**src/rtl/tlb_op_ctrl.sv**
```systemverilog
// rtl/tlb_op_ctrl.sv - TLB management op sequencer and CP0 TLB register file
//
// Purpose:
//   Executes TLBP, TLBR, TLBWI and TLBWR one at a time. Each op takes three
//   cycles: IDLE (accept), EXEC (search/read capture or array write) and
//   DONE (op_done pulse). Owns CP0 Index, Random, EntryHi, EntryLo0 and EntryLo1.
//
// Ports:
//   clk_i, reset_i            clock, asynchronous active-high reset
//   op_valid_i/op_code_i      op request (00 TLBP, 01 TLBR, 10 TLBWI, 11 TLBWR)
//   op_ready_o/op_done_o      accept indication, one-cycle completion pulse
//   mtc0_we_i/addr_i/wdata_i  CP0 register write port
//   mfc0_addr_i/mfc0_rdata_o  combinational CP0 register read port
//   s_*                       TLB array search port 1 (request out, result in)
//   we_o, w_*                 TLB array write port
//   r_index_o, r_*            TLB array read port
//
// Configuration:
//   TLB_RANDOM_EN  when defined, the Random register exists, TLBWR writes the
//                  entry selected by Random and mfc0 of register 1 returns it.
//                  When undefined, TLBWR writes at Index and register 1 reads 0.

module tlb_op_ctrl #(
   parameter int TLBNUM = 16,
   localparam int IW = $clog2(TLBNUM)
) (
   input  logic          clk_i,
   input  logic          reset_i,

   input  logic          op_valid_i,
   input  logic [1:0]    op_code_i,
   output logic          op_ready_o,
   output logic          op_done_o,

   input  logic          mtc0_we_i,
   input  logic [4:0]    mtc0_addr_i,
   input  logic [31:0]   mtc0_wdata_i,
   input  logic [4:0]    mfc0_addr_i,
   output logic [31:0]   mfc0_rdata_o,

   output logic [18:0]   s_vpn2_o,
   output logic [7:0]    s_asid_o,
   output logic          s_odd_page_o,
   input  logic          s_found_i,
   input  logic [IW-1:0] s_index_i,

   output logic          we_o,
   output logic [IW-1:0] w_index_o,
   output logic [18:0]   w_vpn2_o,
   output logic [7:0]    w_asid_o,
   output logic          w_g_o,
   output logic [19:0]   w_pfn0_o,
   output logic [2:0]    w_c0_o,
   output logic          w_d0_o,
   output logic          w_v0_o,
   output logic [19:0]   w_pfn1_o,
   output logic [2:0]    w_c1_o,
   output logic          w_d1_o,
   output logic          w_v1_o,

   output logic [IW-1:0] r_index_o,
   input  logic [18:0]   r_vpn2_i,
   input  logic [7:0]    r_asid_i,
   input  logic          r_g_i,
   input  logic [19:0]   r_pfn0_i,
   input  logic [2:0]    r_c0_i,
   input  logic          r_d0_i,
   input  logic          r_v0_i,
   input  logic [19:0]   r_pfn1_i,
   input  logic [2:0]    r_c1_i,
   input  logic          r_d1_i,
   input  logic          r_v1_i
);

   localparam logic [1:0] OP_TLBP  = 2'b00;
   localparam logic [1:0] OP_TLBR  = 2'b01;
   localparam logic [1:0] OP_TLBWR = 2'b11;

   localparam logic [4:0] CP0_INDEX    = 5'd0;
   localparam logic [4:0] CP0_RANDOM   = 5'd1;
   localparam logic [4:0] CP0_ENTRYLO0 = 5'd2;
   localparam logic [4:0] CP0_ENTRYLO1 = 5'd3;
   localparam logic [4:0] CP0_ENTRYHI  = 5'd10;

   typedef enum logic [1:0] {
      S_IDLE = 2'd0,
      S_EXEC = 2'd1,
      S_DONE = 2'd2
   } state_t;

   state_t        state_q, state_d;
   logic [1:0]    op_q, op_d;

   // Only the architecturally defined fields are stored; undefined bits read 0.
   logic          idx_p_q, idx_p_d;
   logic [IW-1:0] idx_q, idx_d;
   logic [18:0]   hi_vpn2_q, hi_vpn2_d;
   logic [7:0]    hi_asid_q, hi_asid_d;
   logic [25:0]   lo0_q, lo0_d;     // {PFN, C, D, V, G}
   logic [25:0]   lo1_q, lo1_d;

   logic          exec_tlbp;
   logic          exec_tlbr;
   logic [31:0]   random_rdata;

   // EntryHi bits [12:8] have no storage.
   logic          unused_wdata;
   assign unused_wdata = ^mtc0_wdata_i[12:8];

   // ------------------------------------------------------------------
   // Op sequencer
   // ------------------------------------------------------------------
   always_comb begin
      state_d = state_q;
      op_d    = op_q;
      case (state_q)
         S_IDLE: begin
            if (op_valid_i) begin
               state_d = S_EXEC;
               op_d    = op_code_i;
            end
         end
         S_EXEC:  state_d = S_DONE;
         S_DONE:  state_d = S_IDLE;
         default: state_d = S_IDLE;
      endcase
   end

   always_ff @(posedge clk_i or posedge reset_i) begin
      if (reset_i) begin
         state_q <= S_IDLE;
         op_q    <= OP_TLBP;
      end else begin
         state_q <= state_d;
         op_q    <= op_d;
      end
   end

   assign op_ready_o = (state_q == S_IDLE);
   assign op_done_o  = (state_q == S_DONE);
   assign exec_tlbp  = (state_q == S_EXEC) && (op_q == OP_TLBP);
   assign exec_tlbr  = (state_q == S_EXEC) && (op_q == OP_TLBR);

   // Both write ops have op_code[1] set. we_o decodes straight from the state
   // register so an asynchronous reset drops it at once.
   assign we_o = (state_q == S_EXEC) && op_q[1];

   // ------------------------------------------------------------------
   // CP0 register update: mtc0 first, then EXEC captures override it so a
   // capture always wins a same-edge collision.
   // ------------------------------------------------------------------
   always_comb begin
      idx_p_d   = idx_p_q;
      idx_d     = idx_q;
      hi_vpn2_d = hi_vpn2_q;
      hi_asid_d = hi_asid_q;
      lo0_d     = lo0_q;
      lo1_d     = lo1_q;

      if (mtc0_we_i) begin
         case (mtc0_addr_i)
            CP0_INDEX:    idx_d = mtc0_wdata_i[IW-1:0];
            CP0_ENTRYLO0: lo0_d = mtc0_wdata_i[25:0];
            CP0_ENTRYLO1: lo1_d = mtc0_wdata_i[25:0];
            CP0_ENTRYHI: begin
               hi_vpn2_d = mtc0_wdata_i[31:13];
               hi_asid_d = mtc0_wdata_i[7:0];
            end
            default: ;
         endcase
      end

      // On a miss the index field keeps its old value, including against a
      // concurrent mtc0 to Index.
      if (exec_tlbp) begin
         idx_p_d = ~s_found_i;
         idx_d   = s_found_i ? s_index_i : idx_q;
      end

      if (exec_tlbr) begin
         hi_vpn2_d = r_vpn2_i;
         hi_asid_d = r_asid_i;
         lo0_d     = {r_pfn0_i, r_c0_i, r_d0_i, r_v0_i, r_g_i};
         lo1_d     = {r_pfn1_i, r_c1_i, r_d1_i, r_v1_i, r_g_i};
      end
   end

   always_ff @(posedge clk_i or posedge reset_i) begin
      if (reset_i) begin
         idx_p_q   <= 1'b0;
         idx_q     <= '0;
         hi_vpn2_q <= '0;
         hi_asid_q <= '0;
         lo0_q     <= '0;
         lo1_q     <= '0;
      end else begin
         idx_p_q   <= idx_p_d;
         idx_q     <= idx_d;
         hi_vpn2_q <= hi_vpn2_d;
         hi_asid_q <= hi_asid_d;
         lo0_q     <= lo0_d;
         lo1_q     <= lo1_d;
      end
   end

   // ------------------------------------------------------------------
   // Random register and write index selection
   // ------------------------------------------------------------------
`ifdef TLB_RANDOM_EN
   logic [IW-1:0] random_q, random_d;
   logic [IW-1:0] wr_rand_q, wr_rand_d;

   always_comb begin
      random_d  = (random_q == '0) ? IW'(TLBNUM - 1) : random_q - IW'(1);
      // TLBWR targets the Random value seen on the accept edge, not the one
      // present during EXEC.
      wr_rand_d = ((state_q == S_IDLE) && op_valid_i) ? random_q : wr_rand_q;
   end

   always_ff @(posedge clk_i or posedge reset_i) begin
      if (reset_i) begin
         random_q  <= IW'(TLBNUM - 1);
         wr_rand_q <= '0;
      end else begin
         random_q  <= random_d;
         wr_rand_q <= wr_rand_d;
      end
   end

   assign w_index_o    = (op_q == OP_TLBWR) ? wr_rand_q : idx_q;
   assign random_rdata = {{(32-IW){1'b0}}, random_q};
`else
   assign w_index_o    = idx_q;
   assign random_rdata = 32'd0;
`endif

   // ------------------------------------------------------------------
   // Array ports
   // ------------------------------------------------------------------
   assign s_vpn2_o     = hi_vpn2_q;
   assign s_asid_o     = hi_asid_q;
   assign s_odd_page_o = 1'b0;

   assign r_index_o    = idx_q;

   // Write fields come straight from the registers, so an mtc0 landing at
   // the end of EXEC cannot disturb the write in progress.
   assign w_vpn2_o = hi_vpn2_q;
   assign w_asid_o = hi_asid_q;
   assign w_g_o    = lo0_q[0] & lo1_q[0];
   assign w_pfn0_o = lo0_q[25:6];
   assign w_c0_o   = lo0_q[5:3];
   assign w_d0_o   = lo0_q[2];
   assign w_v0_o   = lo0_q[1];
   assign w_pfn1_o = lo1_q[25:6];
   assign w_c1_o   = lo1_q[5:3];
   assign w_d1_o   = lo1_q[2];
   assign w_v1_o   = lo1_q[1];

   // ------------------------------------------------------------------
   // mfc0 read mux
   // ------------------------------------------------------------------
   always_comb begin
      mfc0_rdata_o = 32'd0;
      case (mfc0_addr_i)
         CP0_INDEX:    mfc0_rdata_o = {idx_p_q, {(31-IW){1'b0}}, idx_q};
         CP0_RANDOM:   mfc0_rdata_o = random_rdata;
         CP0_ENTRYLO0: mfc0_rdata_o = {6'd0, lo0_q};
         CP0_ENTRYLO1: mfc0_rdata_o = {6'd0, lo1_q};
         CP0_ENTRYHI:  mfc0_rdata_o = {hi_vpn2_q, 5'd0, hi_asid_q};
         default:      mfc0_rdata_o = 32'd0;
      endcase
   end

endmodule

```
**config.mk**
```make
export PLATFORM = sky130hd
export DESIGN_NAME = tlb_op_ctrl
export DESIGN_NICKNAME = d
export VERILOG_FILES = /design/src/rtl/tlb_op_ctrl.sv
export SDC_FILE = /design/constraint.sdc
export NUM_CORES = 1
export LEC_CHECK = 0
export BUFFER_PORTS_ARGS = -buffer_cell sky130_fd_sc_hd__buf_2
export CELL_PAD_IN_SITES_DETAIL_PLACEMENT = 1
export CELL_PAD_IN_SITES_GLOBAL_PLACEMENT = 1
export CORE_MARGIN = 4
export CORE_UTILIZATION = 29
export CTS_BUF_LIST = sky130_fd_sc_hd__clkbuf_16
export CTS_CLUSTER_SIZE = 30
export DETAILED_ROUTE_END_ITERATION = 8
export HOLD_SLACK_MARGIN = 0.1
export PLACE_DENSITY_LB_ADDON = 0.1
export SKIP_LAST_GASP = 1
export SLEW_MARGIN = 20
export SYNTH_ARGS = -nofsm -noshare
export SYNTH_HDL_FRONTEND = slang
export SYNTH_SLANG_ARGS = --single-unit
export TNS_END_PERCENT = 1
```
**constraint.sdc**
```tcl
create_clock -name clk_i -period 2.2 [get_ports clk_i]
set_input_delay 0.11 -clock clk_i [delete_from_list [all_inputs] [get_ports clk_i]]
set_output_delay 0.11 -clock clk_i [all_outputs]
set_load 0.01 [all_outputs]
```
==> implementation parameters <==
Parameter                              Value

Outcome
  Outcome ... completed

Layout
  Number of antenna diodes ... 0
  Syn-to-layout area delta ... 51.89%
  Number of nets in the layout ... 1087
  Leading cell type in the layout, fill and taps excluded ... sky130_fd_sc_hd__buf_2
  Fraction of final layout cells with drive strength greater than 1 ... 0.3476
  Leading cell types in the layout, fill and taps excluded ... sky130_fd_sc_hd__buf_2 (278), sky130_fd_sc_hd__dlygate4sd3_1 (128), sky130_fd_sc_hd__nand3_1 (92)

Timing
  Final Hold Violating Endpoints ... 0
  Timing-limited maximum frequency ... 485.2 MHz
  Final min period ... 2.061 ns
  Fin crit share ... 0.9369
  Total Neg Setup Slack ... 0 ns
  RSZ-0062 raised after global routing ... no
  Relative slew slack ... 0.3380
  Count of final max-slew check failures ... 0
  Tightest Pin Transition ... 0.9930 ns
  Worst hold slack after final layout ... 0.1171 ns
  Finish-stage setup viols ... 0
  Max Clock Skew ... just over 0.007 ns

Pwr
  P_leak ... around 3.7 nW
  Power density of the placed cells ... 1048 nW/um2
  Largest voltage drop on the vdd net ... approximately 0.40 mV

Clock tree
  Number of sinks handled by clock tree synthesis ... a little under 90
  Number of resized instances in the post-cts repair step ... 0
  Clock insertion delay at the later pin of the skew report ... 0.35 ns
  Maximum clock path buffer count ... 2
  Clock H-tree levels ... 3
  TritonCTS buffer count ... 9
  Post CTS Setup Buffer Count ... 0
  Clock transition at the registers of the reported paths ... 0.07 ns
  TritonCTS clock tree ... built
  Cell chosen for the clock root ... sky130_fd_sc_hd__clkbuf_16

Floorplanning
  Core Footprint ... 18150 um2
  Full die area ... 20900 um2
  Effective utilization at floorplan ... 0.2981
  Num ports ... 280
  Die outline width ... 144.6 um
  Count of standard-cell rows ... ~50
  Die height ... 144.6 um

GRT
  Largest net degree at the start of global routing ... 89
  GRT Max-Usage Layer ... met2
  Routing usage on met1 ... 0.2918
  Via count of the first global-routing pass ... 6862
  Antenna violations before repair ... 1
  First-pass GRT wire length ... a little under 40 mm
  Routing usage on met2 ... 0.4189
  GR met3 Demand/Resource ... 0.04563
  Overall fraction of global-route tracks in use ... 0.2384
  GRT Residual Overflow ... 0

Synth
  Post-synthesis instance area ... 5409 um2
  Synthesis-stage register bit count ... 88
  Instance count of the mapped netlist ... 650
  Synthesized netlist net count ... 781
  Sequential-to-total area share from yosys stat ... 0.4071
  Mean area per synthesized cell ... between 8 and 9 um2
  Number of distinct library cell variants in the gate-level netlist after synthesis ... 34
  Total of warnings raised by yosys ... 0

Worst setup path
  CP max stage delay ... between 0.5 and 0.6 ns
  Kind of launch point of the worst setup path ... flip-flop
  Arrival time of data at the critical path endpoint ... around 2.3 ns
  Top Family by Delay on Critical Path ... simple AND/OR/NAND/NOR gates
  Count of buffer and inverter cells on the critical path ... 1
  Critical Path RT ... 2.43 ns
  Kind of end point of the critical path ... flip-flop
  Peak fanout along the critical path ... 28
  CP Class ... flip-flop to flip-flop
  Cell-by-cell listing of the critical path ... nand4bb_4 -> nor2_1 -> a31oi_1 -> dlygate4sd3_1
  Slowest stage cell on the critical path ... sky130_fd_sc_hd__dlygate4sd3_1

Placement
  Gpl congestion ... 0.7925
  Half-perimeter wire length of the detailed placement result ... 16.74 mm
  Buffers added on ports ... 278

Run
  Maximum Capacitance Violations ... 0

Route
  Vias after detailed routing ... between 6000 and 7000
  Iteration-0 DRC count of the detailed router ... approximately 300
  Vias per cell ... 5.311
  Number of DRC violations after detailed routing ... 0
  Antenna viol nets, final ... 0
  Detailed Routing Iterations Pass 1 ... 5
  Total wire length ... 25.59 mm
  Routed wire length per instance ... 21.50 um

Worst hold path
  Hold crit path type ... primary input to flip-flop
[per-stage QoR]
| step | instances | power, mW | cell area (um2) | util | setup WS, ns |
|---|---|---|---|---|---|
| final | 1190 | 8.612 | 8215 | 0.4527 | 0.1389 |
| after global routing | 1190 | 9.164 | 8215 | 0.4527 | 0.03293 |
| after CTS | 1190 | 8.656 | 8215 | 0.4527 | 0.1387 |
| after detailed placement | 1046 | 6.394 | 6575 | 0.3623 | 0.1476 |
| after global placement | 1046 | 6.279 | 6575 | 0.3623 | 0.3650 |
| after floorplan | 650 | 5.491 | 5413 | - | 0.6670 |
[sequential cells by signal, indices dropped and copies added (netlist names)]
register / flops
idx_p_q: 1
lo0_q: 26
lo1_q: 26
op_q: 2
r_index_o: 4
s_asid_o: 8
s_vpn2_o: 19
state_q: 2
[final cells by class]
class | instances | area [um2]
tap | 229 | 286.5
multi-input combinational | 421 | 2447
inverter | 5 | 22.52
timing repair buffer | 431 | 2898
clock inverter | 7 | 133.9
clock buffer | 9 | 225.2
sequential | 88 | 2202
fill | 2163 | 9932
[worst min-delay path: cells and delay by family]
family	cells	cell delay, ns
compound gates	1	0.15
buf+inv	1	0.07
simple gates	1	0.09
[path summary, 6_finish.rpt]
check | end | startpoint | slack [ns] | cells after the start
setup / recovery | s_asid_o[5]$_DFFE_PP0P_ | op_q[1]$_DFFE_PP0P_ | 0.14 | 4
hold / removal | r_index_o[1]$_DFFE_PP0P_ | s_index_i[1] | 0.12 | 3
setup reg to reg | s_asid_o[5]$_DFFE_PP0P_ | op_q[1]$_DFFE_PP0P_ | 0.14 | 4
hold reg to reg | state_q[1]$_DFFE_PP0P_ | state_q[1]$_DFFE_PP0P_ | 0.55 | 1
max in group asynchronous | s_asid_o[1]$_DFFE_PP0P_ | reset_i | 1.37 | 4
min in group asynchronous | lo0_q[11]$_DFFE_PP0P_ | reset_i | 0.45 | 4
[timing repair]
action / 4_1_cts / 5_1_grt
endpoints found under the hold margin: 173 / 0
hold buffers: 128 / 0
endpoints found under the setup margin: 0 / 0
[synth_stat cells (all sizes together)]
cell / n / area share
o32ai: 1 / 0.0030
a32o: 1 / 0.0019
or4b: 1 / 0.0019
nand3: 92 / 0.085
a21oi: 1 / 0.00092
mux2: 2 / 0.0042
nor2b: 6 / 0.0069
inv: 5 / 0.0035
clkbuf: 53 / 0.037
buf: 83 / 0.11
nor4b: 3 / 0.0060
a31oi: 79 / 0.091
conb: 1 / 0.00069
o21ai: 79 / 0.073
nand2b: 4 / 0.0046
a22o: 5 / 0.0081
nor4bb: 1 / 0.0019
and3: 18 / 0.021
o2111ai: 4 / 0.0065
a221o: 17 / 0.031
o221a: 4 / 0.0083
nor3: 1 / 0.0019
and2: 10 / 0.012
nor2: 82 / 0.057
nand4bb: 2 / 0.0042
dfrtp: 88 / 0.41
or3: 5 / 0.0067
or2: 1 / 0.0012
or3b: 1 / 0.0016
[report_power, final]
part	total, mW	leakage, nW	internal, mW	switching [mW]
logic	3.51	2.56	1.65	1.86
clock network	1.91	0.177	1.22	0.692
registers	3.19	0.991	2.41	0.781
[logic make-up after synthesis]
kind of cell / count (synthesis) / share of synthesized area
other: 1 / 0.0006933
AO/OA/AOI/OAI: 191 / 0.2246
multiplexers: 2 / 0.004163
AND/OR/NAND/NOR: 227 / 0.2112
buffers and inverters: 141 / 0.1522
flip-flops: 88 / 0.4071
[per-layer routing]
layer / vias to the layer above / wire length [um]
met3: 42 / 1482
met5: - / 10
met2: 234 / 12950
met4: 2 / 544
li1: 2902 / -
met1: 3140 / 10600
(Power assumes the default switching activity.)
